## src/rtl/tpram_burst_reader_pkg.sv

```systemverilog
// Shared types and helpers for the two-port RAM read initiator.
// Holds the burst FSM encoding and the address-width helper.
package tpram_burst_reader_pkg;

  typedef enum logic [1:0] {
    IDLE  = 2'd0,
    ISSUE = 2'd1,
    DRAIN = 2'd2
  } rd_state_t;

  function automatic int addr_w(input int depth);
    return (depth > 1) ? $clog2(depth) : 1;
  endfunction

endpackage

```

## src/rtl/tpram_rd_fifo.sv

```systemverilog
// Small synchronous FIFO holding {last, data} read words.
// Output is forced to zero while empty so idle outputs are clean.
module tpram_rd_fifo #(
  parameter  int W  = 33,
  parameter  int D  = 2,
  localparam int CW = $clog2(D + 1)
) (
  input  logic          clock,
  input  logic          reset,
  input  logic          push,
  input  logic [W-1:0]  din,
  input  logic          pop,
  output logic [W-1:0]  dout,
  output logic          empty,
  output logic [CW-1:0] count
);

  localparam int PW = (D > 1) ? $clog2(D) : 1;

  logic [W-1:0]  mem [D];
  logic [PW-1:0] wp;
  logic [PW-1:0] rp;

  function automatic logic [PW-1:0] nxt(
    input logic [PW-1:0] p
  );
    return (p == PW'(D - 1)) ? '0 : p + 1'b1;
  endfunction

  // storage write, no reset needed
  always_ff @(posedge clock) begin
    if (push) mem[wp] <= din;
  end

  // pointers and occupancy
  always_ff @(posedge clock or posedge reset) begin
    if (reset) begin
      wp    <= '0;
      rp    <= '0;
      count <= '0;
    end else begin
      if (push) wp <= nxt(wp);
      if (pop)  rp <= nxt(rp);
      if (push && !pop)      count <= count + 1'b1;
      else if (!push && pop) count <= count - 1'b1;
    end
  end

  assign empty = (count == '0);
  assign dout  = empty ? '0 : mem[rp];

endmodule

```

## src/rtl/tpram_burst_reader.sv

```systemverilog
// Burst read initiator for RAM port A with credit-based issue.
// Streams words out as valid/ready with a last flag.
module tpram_burst_reader
  import tpram_burst_reader_pkg::*;
#(
  parameter  int DATA_WIDTH = 32,
  parameter  int DEPTH      = 1024,
  parameter  int LEN_WIDTH  = 11,
  parameter  int FIFO_DEPTH = 2,
  localparam int AW         = addr_w(DEPTH)
) (
  input  logic                  clock,
  input  logic                  reset,
  input  logic                  cmd_valid,
  output logic                  cmd_ready,
  input  logic [AW-1:0]         cmd_addr,
  input  logic [LEN_WIDTH-1:0]  cmd_len,
  output logic                  out_valid,
  input  logic                  out_ready,
  output logic [DATA_WIDTH-1:0] out_data,
  output logic                  out_last,
  output logic                  busy,
  output logic                  CENA,
  output logic [AW-1:0]         AA,
  input  logic [DATA_WIDTH-1:0] QA
);

  localparam int CW = $clog2(FIFO_DEPTH + 1);

  rd_state_t             state;
  rd_state_t             state_nx;
  logic [AW-1:0]         addr;
  logic [LEN_WIDTH-1:0]  rem;
  logic                  infl;
  logic                  infl_last;
  logic [CW-1:0]         fcnt;
  logic                  fempty;
  logic [DATA_WIDTH:0]   fdout;
  logic                  pop;
  logic                  issue;
  logic                  start;
  logic                  is_last;
  logic [CW:0]           occ;

  function automatic logic [AW-1:0] nxt_addr(
    input logic [AW-1:0] a
  );
    return (a == AW'(DEPTH - 1)) ? '0 : a + 1'b1;
  endfunction

  assign pop     = out_valid & out_ready;
  assign is_last = (rem == LEN_WIDTH'(1));
  assign occ     = (CW+1)'(fcnt)
                 + (CW+1)'(infl)
                 - (CW+1)'(pop);
  assign issue   = (state == ISSUE)
                && (occ < (CW+1)'(FIFO_DEPTH));

  // next-state and command handshake
  always_comb begin
    state_nx  = state;
    cmd_ready = 1'b0;
    start     = 1'b0;
    unique case (state)
      IDLE: begin
        cmd_ready = 1'b1;
        if (cmd_valid && cmd_len != '0) begin
          start    = 1'b1;
          state_nx = ISSUE;
        end
      end
      ISSUE: begin
        if (issue && is_last) state_nx = DRAIN;
      end
      DRAIN: begin
        if (!infl && fempty) state_nx = IDLE;
      end
      default: state_nx = IDLE;
    endcase
  end

  // state register
  always_ff @(posedge clock or posedge reset) begin
    if (reset) state <= IDLE;
    else       state <= state_nx;
  end

  // address and remaining-length counters
  always_ff @(posedge clock or posedge reset) begin
    if (reset) begin
      addr <= '0;
      rem  <= '0;
    end else if (start) begin
      addr <= cmd_addr;
      rem  <= cmd_len;
    end else if (issue) begin
      addr <= nxt_addr(addr);
      rem  <= rem - 1'b1;
    end
  end

  // one-cycle read latency tracker with last tag
  always_ff @(posedge clock or posedge reset) begin
    if (reset) begin
      infl      <= 1'b0;
      infl_last <= 1'b0;
    end else begin
      infl      <= issue;
      infl_last <= issue & is_last;
    end
  end

  tpram_rd_fifo #(
    .W (DATA_WIDTH + 1),
    .D (FIFO_DEPTH)
  ) u_fifo (
    .clock (clock),
    .reset (reset),
    .push  (infl),
    .din   ({infl_last, QA}),
    .pop   (pop),
    .dout  (fdout),
    .empty (fempty),
    .count (fcnt)
  );

  assign busy      = (state != IDLE);
  assign CENA      = ~issue;
  assign AA        = addr;
  assign out_valid = ~fempty;
  assign out_data  = fdout[DATA_WIDTH-1:0];
  assign out_last  = fdout[DATA_WIDTH];

endmodule
```

## config.mk

```make
export PLATFORM = sky130hd
export DESIGN_NAME = tpram_burst_reader
export DESIGN_NICKNAME = d
export VERILOG_FILES = /design/src/rtl/tpram_burst_reader_pkg.sv /design/src/rtl/tpram_rd_fifo.sv /design/src/rtl/tpram_burst_reader.sv
export SDC_FILE = /design/constraint.sdc
export NUM_CORES = 1
export LEC_CHECK = 0
export BUFFER_PORTS_ARGS = -buffer_cell sky130_fd_sc_hd__buf_2
export CAP_MARGIN = 20
export CORE_MARGIN = 4
export CORE_UTILIZATION = 48
export DETAILED_ROUTE_END_ITERATION = 16
export PLACE_DENSITY = 0.75
export REMOVE_ABC_BUFFERS = 1
export SYNTH_ARGS = -nofsm -noshare
export SYNTH_HDL_FRONTEND = slang
export SYNTH_SLANG_ARGS = --single-unit
```

## constraint.sdc

```tcl
create_clock -name clock -period 2.81 [get_ports clock]
set_input_delay 0.1405 -clock clock [delete_from_list [all_inputs] [get_ports clock]]
set_output_delay 0.1405 -clock clock [all_outputs]
set_load 0.005 [all_outputs]
```

==> results of run 1 <==
==> layout make-up <==
class	instances	share of cell area
clock buffers	10	0.0224
clock inverters	6	0.0207
inverters	12	0.00792
multi-input cells	201	0.256
flip-flops and latches	95	0.476
well taps	105	0.0231
repair buffers	167	0.193
==> worst reg2reg max path, stage by stage (launching register included) <==
cell and delay (ns):
dfrtp_1 0.40, nor2_2 0.14, inv_2 0.06, nand2_2 0.07, inv_2 0.04, ha_4 0.20, nand2b_4 0.13, fa_2 0.52
and3b_2 0.29, nand3_4 0.11, or4_4 0.42, a31o_2 0.26
==> worst paths after layout <==
kind / slack, ns / cells past startpoint / end
max in group asynchronous: 1.67 / 4 / u_fifo.rp
min in group asynchronous: 0.48 / 3 / AA[2]
worst min register to register: 0.45 / 0 / u_fifo.mem[0][32]
worst max-delay path: 0.08 / 11 / rem[7]
worst min-delay path: 0.02 / 3 / rem[2]
worst max register to register: 0.08 / 11 / rem[7]
==> power breakdown <==
part,internal (uW),switching [uW],total (uW)
registers,1910,364,2280
logic,1360,1340,2690
clock network,599,459,1060
total,3870,2160,6030
==> Yosys cell counts (all sizes together), types with 5 or more instances <==
| library cell | number | share of area |
|---|---|---|
| dfrtp | 29 | 0.17 |
| nand3 | 14 | 0.017 |
| o211ai | 8 | 0.014 |
| buf | 7 | 0.011 |
| o21ai | 11 | 0.013 |
| clkbuf | 6 | 0.0054 |
| edfxtp | 66 | 0.48 |
| mux2i | 34 | 0.082 |
| inv | 12 | 0.011 |
| ha | 5 | 0.015 |
| or3 | 5 | 0.0093 |
| nand2 | 14 | 0.013 |
| xor2 | 6 | 0.013 |
| nor2 | 51 | 0.046 |
==> metrics by stage <==
| step | cells | power, uW | setup slack (ns) | utilization |
|---|---|---|---|---|
| after floorplan | 308 | 3500 | -1.30 | - |
| after global placement | 534 | 4390 | 0.0985 | 0.587 |
| after detailed placement | 534 | 4460 | 0.0211 | 0.587 |
| after CTS | 589 | 5660 | 0.00562 | 0.662 |
| after global routing | 596 | 6410 | -0.0258 | 0.682 |
| final | 596 | 6030 | 0.0799 | 0.682 |
==> logic make-up after synthesis <==
logic type / count (synthesis) / synth area share
compound gates: 40 / 0.0672
xor+xnor: 9 / 0.0207
fa+ha+maj: 6 / 0.0198
buf+inv: 25 / 0.0273
flops: 95 / 0.650
mux: 34 / 0.0817
simple gates: 112 / 0.134
==> flip-flops by register name, summed over array words and instances, names as in the netlist <==
name and flops:
u_fifo.mem 66, rem 11, AA 10, state 2, u_fifo.count 2, infl 1, infl_last 1, u_fifo.rp 1
u_fifo.wp 1
==> routing by layer <==
metal  track usage  vias up  routed length (um)
li1              -     1514                   -
met1         0.215     1477                3940
met2         0.305      111                4620
met3        0.0303       15                 522
met4        0.0573        0                 125
met5             0        -                   0
==> timing repair <==
action / 4_1_cts / 5_1_grt
hold buffers: 36 / 0
resized for setup: 2 / 23
hold endpoints to repair: 84 / 0
setup endpoints to repair: 4 / 13
buffers inserted: 3 / 7
cloned: 0 / 0
pin swaps: 1 / 8
==> flow_summary.ini, run 1 <==
[place]
place_hpwl_um = 5940
placed_area_sq_mm = 0.00489
io_buffers = 103
gp_congestion = 0.878

[yosys]
seq_area_frac_synth = 0.650
synthArstFlopShare = 0.305
ys_warn_count = 0
syn_avg_cell_area_sq_um = 13.0
synthFlopType = edfxtp_1
synth_cells = 321
ys_ff_latch = 95
synthesis.area_sq_mm = 0.00417
yosysUniqueCellTypes = 52
synth_edf_count = 66

[critical_path]
path_common_cell = inv_2
crit_fanout = 4
reg2reg_from = u_fifo.count[1]
crit_slowest_cell = fa_2
worst_ep_arrival_time_ns = 2.97
max_stage_delay_ns = 0.52
crit_chain = nor2_2 -> inv_2 -> nand2_2 -> inv_2 -> ha_4 -> nand2b_4 -> fa_2 -> and3b_2 -> nand3_4 -> or4_4 -> a31o_2
crit_family = simple AND/OR/NAND/NOR gates
critPathCaptureType = flop
crit_buf_inv = 2
critPathLaunchType = flop
crit_start = u_fifo.count[1]
cp_data_required_time_ns = 3.05
path_class = reg -> reg

[die]
core_area_sq_mm = 0.00834
dieArea_sq_mm = 0.0102
die_w_um = 101
rows = 33
floorplan.initialDensity = 0.500
io_pins = 104
die_y_um = 101

[route]
drt_first_pass_iters = 4
viasPerCell = 5.23
drc = 0
wl_per_cell_um = 15.5
routed_wirelength_um = 9210
drt_iter0_drc = 88
final_antenna_net_count = 0
via_count = 3117

[layout]
regArea_sq_mm = 0.00271
areaGrowthSynthToFinish_pct = 36.4
nFillCells = 599
final_cell_mix = buf_2 (102), edfxtp_1 (66), nor2_1 (50)
stdcell_area_sq_mm = 0.00569
drive_gt1_frac = 0.350
mostFrequentLayoutCell = buf_2
diodes = 0
multi_input_area_sq_mm = 0.00146
final_nets = 549

[sta]
drv_slew = 0
hold_violations = 0
setup_viol = 0
tightest_slew_ns = 0.749
skew_ns = 0.00962
rsz0062_at_grt = true
timing.fmax_mhz = 366
tns_ns = 0
timing.hold.ws_ns = 0.0181
min_period_over_period = 0.972
finalCriticalPeriod_ns = 2.73
max_slew_margin = 0.498

[clock_tree]
clockBufferDepth = 2
cts_tree = yes
cts_buffers = 9
insertion_delay_ns = 0.35
path_clk_slew_ns = 0.09
cts_root_buf = clkbuf_8
cts_sinks = 95
htree_levels = 3

[grt]
grt_antenna_before_repair = 0
track_usage = 0.173
grt_pass1_wl_um = 13800
grt_max_degree = 34
grt_pass1_vias = 3005
grt-ovfl-total = 0

[power]
cellLeakagePower_uw = 0.00241
power_density_mw_per_mm2 = 1060
vdd_drop_max_uv = 669

[min_path]
hp-start = cmd_len[2]
hp-class = in -> reg

[job]
max-cap-violations = 0

[run_status]
status = completed
Power figures use the tool's default switching activity.
==> inputs of run 2 (changes only) <==
CORE_UTILIZATION = 25   (was 48)
PLACE_DENSITY = 0.44   (was 0.75)
SETUP_SLACK_MARGIN = 0.02   (was default)
==> run 2 against run 1 <==
- the flow now finishes with violations (negative hold slack)
- clock-buffer cell count shrank 1
- cell count up 17%
- core utilization is 32 points lower
- register-to-register slack is essentially flat
- worst setup slack lost 0.0019 ns
- critical path type unchanged
- largest cell class unchanged
==> flow_summary.ini, run 2 (same netlist as run 1, synthesis figures left out) <==
[route]
via_count = 3061
final_antenna_net_count = 0
drt_iter0_drc = 113
drt_first_pass_iters = 4
viasPerCell = 4.37
routed_wirelength_um = 10200
drc = 0
wl_per_cell_um = 14.6

[layout]
final_cell_mix = buf_2 (103), edfxtp_1 (66), nor2_1 (50)
areaGrowthSynthToFinish_pct = 38.4
final_nets = 542
diodes = 0
nFillCells = 1623
largest_register_ffs = 66
multi_input_area_sq_mm = 0.00142
drive_gt1_frac = 0.341
stdcell_area_sq_mm = 0.00577
regArea_sq_mm = 0.00271
top_register = u_fifo.mem
mostFrequentLayoutCell = buf_2
instances_no_fill = 700

[critical_path]
cp_data_required_time_ns = 3.05
worst_ep_arrival_time_ns = 2.97
crit_start = u_fifo.count[0]
crit_buf_inv = 2
path_common_cell = inv_2
crit_chain = nor2_2 -> inv_2 -> nand2_2 -> inv_2 -> ha_4 -> nand2b_4 -> fa_2 -> and3b_2 -> nand3_4 -> or4_1 -> a31o_2
crit_family = simple AND/OR/NAND/NOR gates
critPathLaunchType = flop
critPathCaptureType = flop
crit_fanout = 5
max_stage_delay_ns = 0.51
crit_slowest_cell = fa_2
path_class = reg -> reg
reg2reg_from = u_fifo.count[0]

[sta]
max_slew_margin = 0.429
setup_viol = 0
drv_slew = 0
tightest_slew_ns = 0.856
timing.fmax_mhz = 366
min_period_over_period = 0.972
rsz0062_at_grt = true
skew_ns = 0.00413
hold_violations = 19
finalCriticalPeriod_ns = 2.73
tns_ns = 0
timing.hold.ws_ns = -0.0300
finalWorstSetupSlack_ns = 0.0780

[clock_tree]
cts_buffers = 9
clockBufferDepth = 2
insertion_delay_ns = 0.34
cts_tree = yes
cts_root_buf = clkbuf_16
cts_sinks = 95
path_clk_slew_ns = 0.07
htree_levels = 3

[die]
core_area_sq_mm = 0.0161
dieArea_sq_mm = 0.0188
floorplan.initialDensity = 0.259
die_y_um = 137
io_pins = 104
die_w_um = 137
rows = 46

[place]
place_hpwl_um = 6930
pre_cts_slack_ns = -0.00812
io_buffers = 103
placed_area_sq_mm = 0.00504
gp_congestion = 0.733
place_inst = 646

[grt]
grt-ovfl-total = 0
grt_antenna_before_repair = 0
grt_pass1_wl_um = 16000
grt_pass1_vias = 3092
track_usage = 0.111
grt_max_degree = 34

[min_path]
hp-class = in -> async

[power]
vdd_drop_max_uv = 349
power_density_mw_per_mm2 = 1020
cellLeakagePower_uw = 0.00240

[job]
max-cap-violations = 0

[run_status]
violations = negative hold slack
status = complete, but fails checks
==> run 2: cell types whose count changed in the layout (fill, tap and decap cells not counted), sizes merged <==
cell,previous run,this run
buf,131,125
bufinv,3,0
clkbuf,10,9
clkinv,1,2
clkinvlp,1,0
dlygate4sd3,36,35
inv,13,17
==> run 2: power by group <==
part,switching [uW],internal (uW),leakage [uW],total (uW)
Combinational,1350,1190,0.00130,2540
Sequential,279,1920,0.000951,2200
Clock,556,619,0.000143,1180
==> run 2: layout make-up <==
type	count	area share
repair buffers	160	0.180
clock buffers	9	0.0390
inverters	12	0.00781
well taps	216	0.0468
flip-flops and latches	95	0.470
multi-input cells	201	0.246
clock inverters	7	0.0104
==> run 2: per-layer routing <==
| metal | GRT usage | vias to the layer above | routed length [um] |
|---|---|---|---|
| met5 | 0 | - | 0 |
| met4 | 0.0283 | 0 | 84 |
| met3 | 0.0320 | 8 | 648 |
| met2 | 0.186 | 92 | 4830 |
| met1 | 0.140 | 1461 | 4630 |
| li1 | - | 1500 | - |
==> run 2: path summary, 6_finish.rpt <==
path / to / slack, ns / cells after the start
max in group asynchronous: rem[1] / 2.16 / 3
worst max register to register: rem[7] / 0.08 / 11
worst max-delay path: rem[7] / 0.08 / 11
min in group clock: AA[8] / 0.02 / 3
worst min-delay path: AA[4] / -0.03 / 2
worst min register to register: u_fifo.mem[1][32] / 0.45 / 0
==> run 2: per-stage QoR <==
stage,total power [uW],utilization,hold WS [ns]
2_1_floorplan,3500,-,0.219
3_3_place_gp,4550,0.313,0.330
3_5_place_dp,4580,0.313,0.332
4_1_cts,5880,0.353,0.0117
5_1_grt,6370,0.358,0.0199
6_report,5910,0.358,-0.0300
==> run 2: worst register-to-register path, delay by kind of cell, from the launching register on <==
family,cells,cell delay (ns)
flops,1,0.39
compound gates,1,0.21
fa+ha+maj,2,0.71
simple gates,6,1.22
buf+inv,2,0.10
==> run 2: timing repair <==
| item | in CTS | in global routing |
|---|---|---|
| gates resized for setup | 4 | 14 |
| setup endpoints to repair | 6 | 13 |
| setup buffers | 1 | 2 |
| endpoints found under the hold margin | 67 | 0 |
| hold buffers | 35 | 0 |
| pin swaps | 1 | 8 |
